## src/rtl/key_debounce_multi.sv

```systemverilog
// Multi-channel push-button conditioner: per-key 2-flop sync, debounce, and
// press/release/click/long/repeat event pulses. One key_debounce_chan per key.

module key_debounce_chan #(
    parameter int DEBOUNCE_CYCLES = 24900,
    parameter int LONG_CYCLES     = 1000000,
    parameter int REPEAT_CYCLES   = 250000
) (
    input  logic clk,
    input  logic reset,
    input  logic key_in,
    output logic key_level,
    output logic press_pulse,
    output logic release_pulse,
    output logic click_pulse,
    output logic long_pulse,
    output logic repeat_pulse
);

    localparam int DW = $clog2(DEBOUNCE_CYCLES + 1);
    localparam int HW = $clog2(LONG_CYCLES + 1);
    localparam int RW = (REPEAT_CYCLES > 0) ? $clog2(REPEAT_CYCLES + 1) : 1;
    localparam int REP_LAST_I = (REPEAT_CYCLES > 0) ? REPEAT_CYCLES - 1 : 0;
    localparam logic [DW-1:0] DB_LAST   = DW'(DEBOUNCE_CYCLES - 1);
    localparam logic [HW-1:0] HOLD_LAST = HW'(LONG_CYCLES - 1);
    localparam logic [RW-1:0] REP_LAST  = RW'(REP_LAST_I);
    localparam bit REPEAT_EN = (REPEAT_CYCLES > 0);

    typedef enum logic [1:0] {RELEASED, HELD_SHORT, HELD_LONG} state_t;

    state_t          state_q, state_d;
    logic [1:0]      sync_q, sync_d;
    logic [DW-1:0]   db_cnt_q, db_cnt_d;
    logic [HW-1:0]   hold_cnt_q, hold_cnt_d;
    logic [RW-1:0]   rep_cnt_q, rep_cnt_d;
    logic            level_q, level_d;
    logic            press_q, press_d;
    logic            release_q, release_d;
    logic            click_q, click_d;
    logic            long_q, long_d;
    logic            repeat_q, repeat_d;

    logic differ, accept, press_ev, release_ev;

    // Debounce datapath: a level change is accepted after DEBOUNCE_CYCLES
    // consecutive differing samples; any agreeing sample restarts the count.
    always_comb begin
        sync_d     = {sync_q[0], key_in};
        differ     = (sync_q[1] != level_q);
        accept     = differ && (db_cnt_q == DB_LAST);
        db_cnt_d   = '0;
        if (differ && !accept)
            db_cnt_d = db_cnt_q + DW'(1);
        level_d    = accept ? ~level_q : level_q;
        press_ev   = accept && !level_q;
        release_ev = accept && level_q;
    end

    always_ff @(posedge clk or posedge reset) begin
        if (reset) begin
            state_q <= RELEASED;
        end else begin
            state_q <= state_d;
        end
    end

    always_comb begin
        state_d = state_q;
        case (state_q)
            RELEASED:   if (press_ev) state_d = HELD_SHORT;
            HELD_SHORT: begin
                if (release_ev)                   state_d = RELEASED;
                else if (hold_cnt_q == HOLD_LAST) state_d = HELD_LONG;
            end
            HELD_LONG:  if (release_ev) state_d = RELEASED;
            default:    state_d = RELEASED;
        endcase
    end

    // Release wins over a coincident long or repeat edge.
    always_comb begin
        press_d    = press_ev;
        release_d  = release_ev;
        click_d    = 1'b0;
        long_d     = 1'b0;
        repeat_d   = 1'b0;
        hold_cnt_d = '0;
        rep_cnt_d  = '0;
        case (state_q)
            HELD_SHORT: begin
                click_d    = release_ev;
                long_d     = !release_ev && (hold_cnt_q == HOLD_LAST);
                hold_cnt_d = (hold_cnt_q == HOLD_LAST) ? hold_cnt_q : hold_cnt_q + HW'(1);
            end
            HELD_LONG: begin
                hold_cnt_d = hold_cnt_q;
                if (REPEAT_EN) begin
                    repeat_d  = !release_ev && (rep_cnt_q == REP_LAST);
                    rep_cnt_d = (rep_cnt_q == REP_LAST) ? '0 : rep_cnt_q + RW'(1);
                end
            end
            default: ;
        endcase
    end

    always_ff @(posedge clk or posedge reset) begin
        if (reset) begin
            sync_q     <= '0;
            db_cnt_q   <= '0;
            hold_cnt_q <= '0;
            rep_cnt_q  <= '0;
            level_q    <= 1'b0;
            press_q    <= 1'b0;
            release_q  <= 1'b0;
            click_q    <= 1'b0;
            long_q     <= 1'b0;
            repeat_q   <= 1'b0;
        end else begin
            sync_q     <= sync_d;
            db_cnt_q   <= db_cnt_d;
            hold_cnt_q <= hold_cnt_d;
            rep_cnt_q  <= rep_cnt_d;
            level_q    <= level_d;
            press_q    <= press_d;
            release_q  <= release_d;
            click_q    <= click_d;
            long_q     <= long_d;
            repeat_q   <= repeat_d;
        end
    end

    assign key_level     = level_q;
    assign press_pulse   = press_q;
    assign release_pulse = release_q;
    assign click_pulse   = click_q;
    assign long_pulse    = long_q;
    assign repeat_pulse  = repeat_q;

endmodule

module key_debounce_multi #(
    parameter int NUM_KEYS        = 4,
    parameter int DEBOUNCE_CYCLES = 24900,
    parameter int LONG_CYCLES     = 1000000,
    parameter int REPEAT_CYCLES   = 250000,
    parameter int ACTIVE_HIGH     = 1
) (
    input  logic                clk,
    input  logic                reset,
    input  logic [NUM_KEYS-1:0] key,
    output logic [NUM_KEYS-1:0] key_level,
    output logic [NUM_KEYS-1:0] press_pulse,
    output logic [NUM_KEYS-1:0] release_pulse,
    output logic [NUM_KEYS-1:0] click_pulse,
    output logic [NUM_KEYS-1:0] long_pulse,
    output logic [NUM_KEYS-1:0] repeat_pulse
);

    logic [NUM_KEYS-1:0] key_norm;

    assign key_norm = (ACTIVE_HIGH != 0) ? key : ~key;

    for (genvar i = 0; i < NUM_KEYS; i++) begin : g_chan
        key_debounce_chan #(
            .DEBOUNCE_CYCLES(DEBOUNCE_CYCLES),
            .LONG_CYCLES    (LONG_CYCLES),
            .REPEAT_CYCLES  (REPEAT_CYCLES)
        ) u_chan (
            .clk          (clk),
            .reset        (reset),
            .key_in       (key_norm[i]),
            .key_level    (key_level[i]),
            .press_pulse  (press_pulse[i]),
            .release_pulse(release_pulse[i]),
            .click_pulse  (click_pulse[i]),
            .long_pulse   (long_pulse[i]),
            .repeat_pulse (repeat_pulse[i])
        );
    end

endmodule
```

## config.mk

```make
export PLATFORM = sky130hd
export DESIGN_NAME = key_debounce_multi
export DESIGN_NICKNAME = d
export VERILOG_FILES = /design/src/rtl/key_debounce_multi.sv
export SDC_FILE = /design/constraint.sdc
export NUM_CORES = 1
export LEC_CHECK = 0
export ABC_AREA = 1
export BUFFER_PORTS_ARGS = -buffer_cell sky130_fd_sc_hd__clkbuf_2
export CELL_PAD_IN_SITES_DETAIL_PLACEMENT = 1
export CELL_PAD_IN_SITES_GLOBAL_PLACEMENT = 1
export CORE_ASPECT_RATIO = 1.2
export CORE_MARGIN = 1
export CORE_UTILIZATION = 35
export CTS_CLUSTER_DIAMETER = 100
export CTS_CLUSTER_SIZE = 20
export DETAILED_ROUTE_END_ITERATION = 8
export GPL_TIMING_DRIVEN = 0
export PLACE_DENSITY_LB_ADDON = 0.1
export SLEW_MARGIN = 25
export SYNTH_ARGS = -nofsm -noshare
export SYNTH_HDL_FRONTEND = slang
export SYNTH_SLANG_ARGS = --single-unit
```

## constraint.sdc

```tcl
create_clock -name clk -period 14.8 [get_ports clk]
set_input_delay 0.74 -clock clk [delete_from_list [all_inputs] [get_ports clk]]
set_output_delay 0.74 -clock clk [all_outputs]
set_load 0.01 [all_outputs]
```

After elaboration in Yosys (flattened, before gate mapping):

Index checks and enable logic that the tools add are counted.

* register bits after elaboration: 252
* input port bits: 6
* output and inout port bits: 24

* add/subtract/negate cells: 12
* equal/unequal tests: 40
* multiplexer cells: 52
* bitwise logic cells: 8
* reductions and logical operators: 48

Operators with widths (number)
* $pmux W20 S2: 4
* $mux W18: 8
* $add A20 B1 Y20 const B: 4
* $eq A20 B20 Y1 const B: 4
* $mux W20: 4
* $add A18 B1 Y18 const B: 4
* $eq A18 B18 Y1 const B: 4
* $add A15 B1 Y15 const B: 4
* $eq A15 B15 Y1 const B: 4
* $mux W15: 4
* $mux W2: 16
* $logic_and A1 B1 Y1: 24
* $pmux W2 S3: 4
* $ne A2 B1 Y1 const B: 8
* $logic_not A1 Y1: 12
* $mux W1: 12
* $ne A3 B1 Y1 const B: 4
* $reduce_and A3 Y1: 4
* $eq A2 B1 Y1 const B: 4
* $eq A2 B2 Y1 const B: 4
* $logic_not A2 Y1: 4
* $ne A2 B2 Y1 const B: 4
* $not A1 Y1: 8
* $reduce_and A2 Y1: 4
* $ne A1 B1 Y1: 4

Depth between registers and ports, before layout:

Gate-level depths: netlist of the first run.

* depth in word-level cells: 6
* mapped depth: 10
* mapped depth without buffers: 10

Cells and area by module:

A second synthesis of the first run with hierarchy kept.

* cell total of the unflattened synthesis: 1896
* area, all modules: 13862.0 um^2

Modules (own cells, without submodules)
* key_debounce_chan (g_chan[1].u_chan ...): instances 3, cells each 477, area an instance 3472.1 um^2
* key_debounce_chan (g_chan[0].u_chan): instances 1, cells each 465, area an instance 3445.8 um^2

Worst setup path before layout of the first run:

OpenSTA, ideal clock, no wires.

* path kind: flip-flop to flip-flop
* from: register g_chan[3].u_chan.hold_cnt_q[0]
* to: register g_chan[3].u_chan.hold_cnt_q[16]
* library setup time: 0.117 ns
* data arrival time: 1.409 ns
* required time: 14.683 ns
* path slack: 13.274 ns
* stages on the path, launching flop included: 11
* buffers on the path: 0
* clock period less this slack: 1.526 ns
* path through: dfrtp_1 > ha_1 > nand2_1 > nor2_1 > nand2_1 > nor2_4 > nand2_1 > nor2_1 > nand2_1 > nand3_1 > nand2_1

* longest elaborated chain between the ends: 3
* elaborated cells between the ends (all ways): 6
* classes of those cells: add/sub (1); eq/ne (2); mux (2); reduce/logical (1)

Ends and longest elaborated chain
* from (decl): RTL line 34 `logic [HW-1:0] hold_cnt_q, hold_cnt_d;`
* from (signal assigned): RTL line 121 `hold_cnt_q <= hold_cnt_d;`
* $add A20 B1 Y20 / $eq A20 B20 Y1 (equally long branches): RTL line 93 `hold_cnt_d = (hold_cnt_q == HOLD_LAST) ? hold_cnt_q : hold_cnt_q + HW'(1);`
* $mux W20 / $ne A2 B2 Y1 (equally long branches)
* $pmux W20 S2 / $reduce_and A2 Y1 (equally long branches)

Parallel ways exist; a longest one is shown, timed or not. The select of a mux whose other input is x is not followed.
A chain may end at the register's enable or synchronous reset.

Final worst setup path of the first run:

* from: register g_chan[2].u_chan.hold_cnt_q[0]
* to: register g_chan[2].u_chan.hold_cnt_q[19]

* longest elaborated chain between the ends: 3
* elaborated cells between the ends (all ways): 6
* classes of those cells: add/sub (1); eq/ne (2); mux (2); reduce/logical (1)

Ends and longest elaborated chain (RTL line)
* from (decl): 34
* from (signal assigned): 121
* $add A20 B1 Y20 / $eq A20 B20 Y1 (equally long branches): 93
* $mux W20 / $ne A2 B2 Y1 (equally long branches)
* $pmux W20 S2 / $reduce_and A2 Y1 (equally long branches)

Parallel ways exist; a longest one is shown, timed or not. The select of a mux whose other input is x is not followed.

==> impl_results.md, run 1 <==
* Clock Power Share at 0.400
* Peak supply drop at 0.0916 mV
* Number of top-level pins at 30
* GPL Wtd Cong at 0.815
* Pwr/cell area at 78.3 mW/mm^2
* Mapped Cells at 1904
* TNS Setup at 0 ns
* Clk slew on worst S/H paths at 0.09 ns
* Sw power at 281 uW
* Worst Skew at 0.0306 ns
* Max Cap Viol at 0
* Syn Area/Cell at 7.34 um^2
* Final #Nets at 1973
* Setup Crit Path Kind: register to register
* First-pass GRT wire length at 63300 um
* Setup violators final at 0
* Total GRT Usage at 0.186
* Critical Path Source Type: register
* Cell Area, Synth at 0.0140 mm^2
* IO buf count at 29
* Vias per cell at 4.89
* Total Wirelength at 35800 um
* Flops & latches, synth at 252
* Die span in x at 184 um
* Synth Warn # at 0
* DR pass1 iterations at 4
* H-tree Lvls at 1
* Remaining global-route overflow at 0
* Sequential power share at 0.577
* Routed Antenna Nets at 0
* Area Overhead vs Synth at 9.94%
* DR vias at 12161
* Core area at 0.0390 mm^2
* Largest net degree at the start of global routing at 95
* Clock Path Buffers at 3
* Synth Net Count at 1922
* CTS buffer count at 17
* Sw Ratio at 0.233
* Worst-margin pin slew at 0.617 ns
* Register area share after synthesis at 0.451
* Setup bufs post-CTS at 0
* Final period utilization at 0.142
* Row cnt at 79
* Final Max Tran Viols at 0
* CTS tree: done
* Max FO, Critical Path at 6
* Post-DP Area at 0.0149 mm^2
* Endpoints failing hold at 0
* # DRC at 0
* Pleak at 6.90 nW
* Post-route cell area at 0.0154 mm^2
* Antenna violations before repair at 0
* Routed len/inst at 14.4 um
* Achievable Freq at 477 MHz
* PostCTS Resize Cnt at 0
* Worst hold path type: primary input to asynchronous set/reset pin
* Iter 0 DRT Violations at 401
* Vias in the first global route at 13188
* RSZ-0062 raised after global routing: no
* CP required at 15.19 ns
* Clock sinks at 252
* Die H at 221 um
* Tmin final at 2.10 ns
* CTS root buf: clkbuf_16
* Power Total at 1.20 mW
* CP Capture Type: register
* Yosys cell types at 38
* Share of post-route cells with drive strength above 1 at 0.0704
* Slew headroom at 0.586
* Initial Utilization at 0.358
* Clock latency on the worst-skew pair at 0.53 ns
* Internal power at 922 uW
* Ant diodes at 0
* HPWL after DPL at 26700 um
* Die area at 0.0407 mm^2
* CP arrival at 2.49 ns
* Gate power share at 0.023
* Status: finished, final reports clean
* Cts-stage hold buffer count at 0
[area by class of cell]
cell class / instances / area, um^2
Multi-Input combinational cell: 1358 / 6420
Fill cell: 4879 / 23700
Inverter: 247 / 935
Buffer: 47 / 327
Clock inverter: 4 / 38.8
Sequential cell: 252 / 6310
Clock buffer: 20 / 457
Timing Repair Buffer: 32 / 228
Tap cell: 526 / 658
[sequential cells by signal, indices dropped and copies added (netlist names)]
register	count
g_chan.u_chan.click_pulse	4
g_chan.u_chan.db_cnt_q	60
g_chan.u_chan.hold_cnt_q	80
g_chan.u_chan.key_level	4
g_chan.u_chan.long_pulse	4
g_chan.u_chan.press_pulse	4
g_chan.u_chan.release_pulse	4
g_chan.u_chan.rep_cnt_q	72
g_chan.u_chan.repeat_pulse	4
g_chan.u_chan.state_q	8
g_chan.u_chan.sync_q	8
[stage by stage]
stage	cells	utilization	hold WS (ns)	worst slack, ns
finish	2486	0.394	0.161	12.70
global route	2486	0.394	0.164	12.47
CTS	2486	0.394	0.145	12.63
detailed placement	2462	0.381	0.336	12.64
global placement	2459	0.379	0.336	3.58
floorplan	1904	-	0.331	7.13
[power by group through the flow]
stage	combinational, mW	clock, mW	sequential [mW]
global route	0.0330	0.529	0.695
finish	0.0276	0.481	0.694
floorplan	0.0178	0	0.707
detailed placement	0.0295	0	0.708
global placement	0.0258	0	0.708
CTS	0.0296	0.512	0.694
[metal layers]
metal	GRT usage	wire [um]	up-vias
li1	-	-	6111
met1	0.229	16000	5922
met2	0.343	18500	89
met3	0.0171	704	39
met4	0.0457	615	0
met5	0	0	-
[kinds of logic (layout without fill, tap and decap cells)]
family          after synthesis  count (layout)  synth area share
simple gates               1167            1167             0.363
flops                       252             252             0.451
fa+ha+maj                    12              12            0.0107
buf+inv                     294             350            0.0897
xor+xnor                     69              69            0.0432
compound gates              110             110            0.0420
[worst max-delay path, stage by stage, from the launching register on]
cell and delay, ns:
dfrtp_1 0.41, ha_1 0.28, nand3_1 0.23, nor2_1 0.22
nand3_1 0.15, nand2_1 0.25, inv_1 0.23, nand3_1 0.13
o21ai_0 0.09
[placed cells by master (no fill, tap or decap), drive strengths merged]
cell type / n
nand2: 491
nor2: 330
dfrtp: 252
inv: 247
nand3: 165
nor3: 77
o21ai: 74
nand4: 67
xor2: 62
clkbuf: 50
buf: 49
a21oi: 22
nor3b: 19
ha: 12
o21bai: 8
or2: 8
xnor2: 7
nand3b: 5
clkinv: 4
a31oi: 3
nor4: 2
and3: 2
a211oi: 1
o21a: 1
nand2b: 1
a31o: 1
[synth_stat cells]
cell	count	share of area
nand2_2	4	0.0018
nand2b_1	1	0.00045
nand3_2	2	0.0014
o21ai_1	5	0.0018
o21ai_2	1	0.00063
clkinv_1	2	0.00054
xor2_1	62	0.039
nand2_1	487	0.13
dfrtp_1	252	0.45
o21a_1	1	0.00054
nand3_1	163	0.058
buf_6	2	0.0016
nor3b_1	19	0.010
a21oi_1	22	0.0079
o21ai_0	68	0.024
or2_2	7	0.0031
buf_4	32	0.017
nor3_4	1	0.0012
a31oi_1	3	0.0013
or2_0	1	0.00045
nor4_1	2	0.00090
o21bai_1	8	0.0043
nor2_1	316	0.085
xnor2_1	7	0.0044
nor3_1	73	0.026
nor3_2	3	0.0021
inv_2	3	0.00081
nor2_2	10	0.0045
nand4_1	67	0.030
clkbuf_1	1	0.00027
and3_1	2	0.00090
nor2_4	4	0.0032
buf_2	12	0.0043
ha_1	12	0.011
a31o_2	1	0.00063
inv_1	242	0.065
a211oi_1	1	0.00054
nand3b_1	5	0.0027
[worst paths after layout]
check | startpoint | endpoint | slack, ns | cells after the start
min reg2reg | g_chan[1].u_chan.sync_q[0]$_DFF_PP0_ | g_chan[1].u_chan.sync_q[1]$_DFF_PP0_ | 0.35 | 0
min in group clk | key[2] | g_chan[2].u_chan.sync_q[0]$_DFF_PP0_ | 0.31 | 1
max in group asynchronous | reset | g_chan[0].u_chan.db_cnt_q[6]$_DFF_PP0_ | 13.54 | 4
max | g_chan[2].u_chan.hold_cnt_q[0]$_DFFE_PP0P_ | g_chan[2].u_chan.hold_cnt_q[19]$_DFFE_PP0P_ | 12.70 | 8
max reg2reg | g_chan[2].u_chan.hold_cnt_q[0]$_DFFE_PP0P_ | g_chan[2].u_chan.hold_cnt_q[19]$_DFFE_PP0P_ | 12.70 | 8
min | reset | g_chan[2].u_chan.press_pulse$_DFF_PP0_ | 0.16 | 2
Note: power is estimated with default switching activity, not from simulation.
==> run 2: changes to the inputs <==
--- a/config.mk
+++ b/config.mk
@@ -5,7 +5,7 @@
 export SDC_FILE = /design/constraint.sdc
 export NUM_CORES = 1
 export LEC_CHECK = 0
-export ABC_AREA = 1
+export ABC_AREA = 0
 export BUFFER_PORTS_ARGS = -buffer_cell sky130_fd_sc_hd__clkbuf_2
 export CELL_PAD_IN_SITES_DETAIL_PLACEMENT = 1
 export CELL_PAD_IN_SITES_GLOBAL_PLACEMENT = 1
==> constraint.sdc (replaced) <==
create_clock -name clk -period 1.8 [get_ports clk]
set_input_delay 0.09 -clock clk [delete_from_list [all_inputs] [get_ports clk]]
set_output_delay 0.09 -clock clk [all_outputs]
set_load 0.01 [all_outputs]
==> run 2 against run 1 <==
Compared with the run above: the run now ends with negative setup slack left; hold slack improved by 0.032 ns; sequential cell count unchanged; register-to-register slack got worse by 13 ns; clock skew decreased by 0.019 ns; via count decreased by 19%; sequential power increased to 8.2 times the previous value.
==> impl_results.md, run 2 <==
* Die H at 208 um (-6.0%)
* Clock Power Share at 0.381 (-0.019)
* Final Max Tran Viols at 0 (unchanged)
* Synth Warn # at 0 (unchanged)
* Cell Area, Synth at 0.0123 mm^2 (-12%)
* Total GRT Usage at 0.167 (-0.0190)
* Internal power at 7.55 mW (+720%)
* Clk slew on worst S/H paths at 0.09 ns (about the same)
* Core area at 0.0344 mm^2 (-12%)
* Slew headroom at 0.584 (-0.00109)
* Flops & latches, synth at 252 (unchanged)
* Largest registers: g_chan.u_chan.hold_cnt_q (80), g_chan.u_chan.rep_cnt_q (72), g_chan.u_chan.db_cnt_q (60)
* Worst Skew at 0.0111 ns (-0.0195 ns)
* Worst-margin pin slew at 0.623 ns (+0.00639 ns)
* First-pass GRT wire length at 51000 um (-19%)
* Largest register by flop count: g_chan.u_chan.hold_cnt_q
* Total Wirelength at 29900 um (-17%)
* Yosys cell types at 59 (+55%)
* Vias per cell at 5.19 (+6.1%)
* Tmin final at 2.30 ns (+0.209 ns)
* Iter 0 DRT Violations at 396 (-1.2%)
* H-tree Lvls at 1 (unchanged)
* Number of top-level pins at 30 (unchanged)
* Ys flop type: dfrtp_1
* Synth Net Count at 1318 (-31%)
* Count leader, synth: dfrtp_1
* Largest net degree at the start of global routing at 30 (-68%)
* DR pass1 iterations at 4 (unchanged)
* Final period utilization at 1.28 (+1.14)
* Yosys top cell area share at 0.511 (+0.0599)
* IO buf count at 29 (unchanged)
* Sw Ratio at 0.224 (-0.00991)
* Pleak at 6.43 nW (-6.9%)
* Worst Slack Setup Final at -0.504 ns (-13.21 ns)
* CP arrival at 2.70 ns (+0.21 ns)
* CTS tree: done
* Clock Path Buffers at 3 (unchanged)
* CP required at 2.19 ns (-13.00 ns)
* Most frequent cells in the layout: 229 x dfrtp_1, 183 x nor2_1, 123 x nand2_1
* Post-synth EDFFs at 0 (unchanged)
* Synth async-reset ratio at 1.00 (unchanged)
* Row cnt at 74 (-6.3%)
* CP peak stage delay at 0.54 ns (+0.13 ns)
* Die area at 0.0360 mm^2 (-12%)
* Syn Area/Cell at 9.49 um^2 (+29%)
* Remaining global-route overflow at 0 (unchanged)
* Routed len/inst at 15.7 um (+9.2%)
* # DRC at 0 (unchanged)
* RSZ-0062 raised after global routing: yes
* Share of post-route cells with drive strength above 1 at 0.219 (+0.149)
* Cell breakdown of the critical path: or4b_1, or4_4, o21ai_1, nor2_1, a221o_1
* Failing checks: negative setup slack
* Most common cell after layout, fill and taps aside: dfrtp_1
* CP Capture Type: register
* Clock sinks at 252 (unchanged)
* Most area-consuming cells after synthesis: dfrtp_1 51%, xor2_1 6.9%, nor2_1 5.7%
* CP max stage cell: or4b_1
* DR vias at 9854 (-19%)
* Max reg flops at 80 (unchanged)
* Setup violators final at 19 (+19)
* CTS buffer count at 16 (-1)
* Gate power share at 0.030 (+0.007)
* Final std cells w/o fill at 1898 (-24%)
* Worst hold path type: primary input to asynchronous set/reset pin
* HPWL after DPL at 19500 um (-27%)
* GPL Wtd Cong at 0.742 (-8.9%)
* Max Cap Viol at 0 (unchanged)
* Achievable Freq at 434 MHz (-9.1%)
* Post-synth top area cell: dfrtp_1
* Place WS at -0.705 ns (-13.34 ns)
* Final #Nets at 1458 (-26%)
* Placed Cells at 1795 (-27%)
* Routed Antenna Nets at 0 (unchanged)
* Endpoints failing hold at 0 (unchanged)
* Antenna violations before repair at 0 (unchanged)
* Clock latency on the worst-skew pair at 0.50 ns (-0.03 ns)
* Initial Utilization at 0.359 (+0.00123)
* Sequential power share at 0.589 (+0.012)
* CTS root buf: clkbuf_16
* Die span in x at 173 um (-6.0%)
* Mapped Cells at 1300 (-32%)
* Max FO, Critical Path at 5 (-1)
* Sw power at 2.17 mW (+670%)
* Setup Crit Path Kind: register to register
* Critical Path Source Type: register
* Vias in the first global route at 10383 (-21%)
* Peak supply drop at 0.468 mV (+410%)
* Status: finished, violations left
* Ant diodes at 0 (unchanged)
* Area Overhead vs Synth at 23.1%
* Top post-synthesis cells by count: 252 x dfrtp_1, 187 x nor2_1, 141 x nand2_1, 97 x xor2_1, 93 x nand3_1
* Pwr/cell area at 640 mW/mm^2 (+720%)
* Fill cells at 3877 (-21%)
* Register area share after synthesis at 0.511 (+0.0599)
run 2: cell types whose count changed after synthesis, moves of 14 or more:
cell,change
nor2_1,-129
inv_1,-218
nor3b_1,-16
and4_1,+16
nand4_1,-16
xnor2_1,+42
nand3_1,-70
nand2_1,-346
nor3_1,-42
clkbuf_1,+34
nor4b_1,+14
nor4_1,+17
xor2_1,+35
and3_1,+38
run 2: cell type report:
type / instances / area, um^2 / share of cell area
repair buffers: 134 / 1140 / 0.0752
multi-input cells: 962 / 6240 / 0.411
clock buffers: 19 / 443 / 0.0292
flip-flops and latches: 252 / 6330 / 0.417
well taps: 456 / 571 / 0.0376
clock inverters: 1 / 7.51 / 0.000494
inverters: 24 / 93.8 / 0.00618
plain buffers: 50 / 349 / 0.0230
run 2: what timing repair did:
action,CTS,global route
setup buffers,42,46
setup endpoints to repair,178,171
resized for setup,85,117
endpoints found under the hold margin,57,0
hold buffers,5,0
cloned,1,1
pin swaps,20,47
run 2: metal layers:
layer,up-vias,track usage,share of wire
met4,0,0.0412,0.015
met2,86,0.296,0.49
met5,-,0,0
met1,4940,0.214,0.46
li1,4792,-,-
met3,36,0.0218,0.028
run 2: worst max-delay path, delay by kind of cell, from the launching register on:
kind | cells | cell delay, ns
compound gates | 2 | 0.69
flops | 1 | 0.40
simple gates | 3 | 1.11
run 2: power by group through the flow:
stage	Combinational, mW	Clock (mW)	Sequential, mW
after global routing	0.341	4.08	5.73
after detailed placement	0.266	0	5.83
final	0.294	3.71	5.72
after floorplan	0.138	0	5.83
after CTS	0.285	3.92	5.72
after global placement	0.200	0	5.84
run 2: kinds of logic (layout without fill, tap and decap cells):
family / count (synthesis) / count (layout) / synth area share
AND/OR/NAND/NOR: 645 / 645 / 0.258
AO/OA/AOI/OAI: 156 / 156 / 0.0782
XOR/XNOR: 146 / 146 / 0.104
multiplexers: 3 / 3 / 0.00264
flip-flops: 252 / 252 / 0.511
adder cells (fa/ha/maj): 12 / 12 / 0.0122
buffers and inverters: 86 / 228 / 0.0343
run 2: path summary, 6_finish.rpt:
check                                                            start                                          to  slack [ns]  cells past startpoint
max                        g_chan[0].u_chan.hold_cnt_q[13]$_DFFE_PP0P_  g_chan[0].u_chan.hold_cnt_q[5]$_DFFE_PP0P_       -0.50                      5
max in group asynchronous                                        reset  g_chan[1].u_chan.hold_cnt_q[3]$_DFFE_PP0P_        0.43                      7
min                                                              reset     g_chan[0].u_chan.rep_cnt_q[5]$_DFF_PP0_        0.19                      3
min reg2reg                       g_chan[1].u_chan.sync_q[0]$_DFF_PP0_        g_chan[1].u_chan.sync_q[1]$_DFF_PP0_        0.36                      0
max reg2reg                g_chan[0].u_chan.hold_cnt_q[13]$_DFFE_PP0P_  g_chan[0].u_chan.hold_cnt_q[5]$_DFFE_PP0P_       -0.50                      5
min in group clk                                                key[0]        g_chan[0].u_chan.sync_q[0]$_DFF_PP0_        0.23                      2
run 2: through the flow:
step | util | total power [mW] | setup TNS [ns] | cell area (um^2) | hold slack, ns
floorplan | - | 5.96 | -409.09 | 12400 | 0.121
global placement | 0.382 | 6.04 | -924.49 | 13100 | 0.198
detailed placement | 0.389 | 6.10 | -47.93 | 13400 | 0.172
CTS | 0.422 | 9.93 | -8.41 | 14500 | 0.176
global route | 0.442 | 10.2 | -10.43 | 15200 | 0.207
finish | 0.442 | 9.72 | -8.35 | 15200 | 0.193
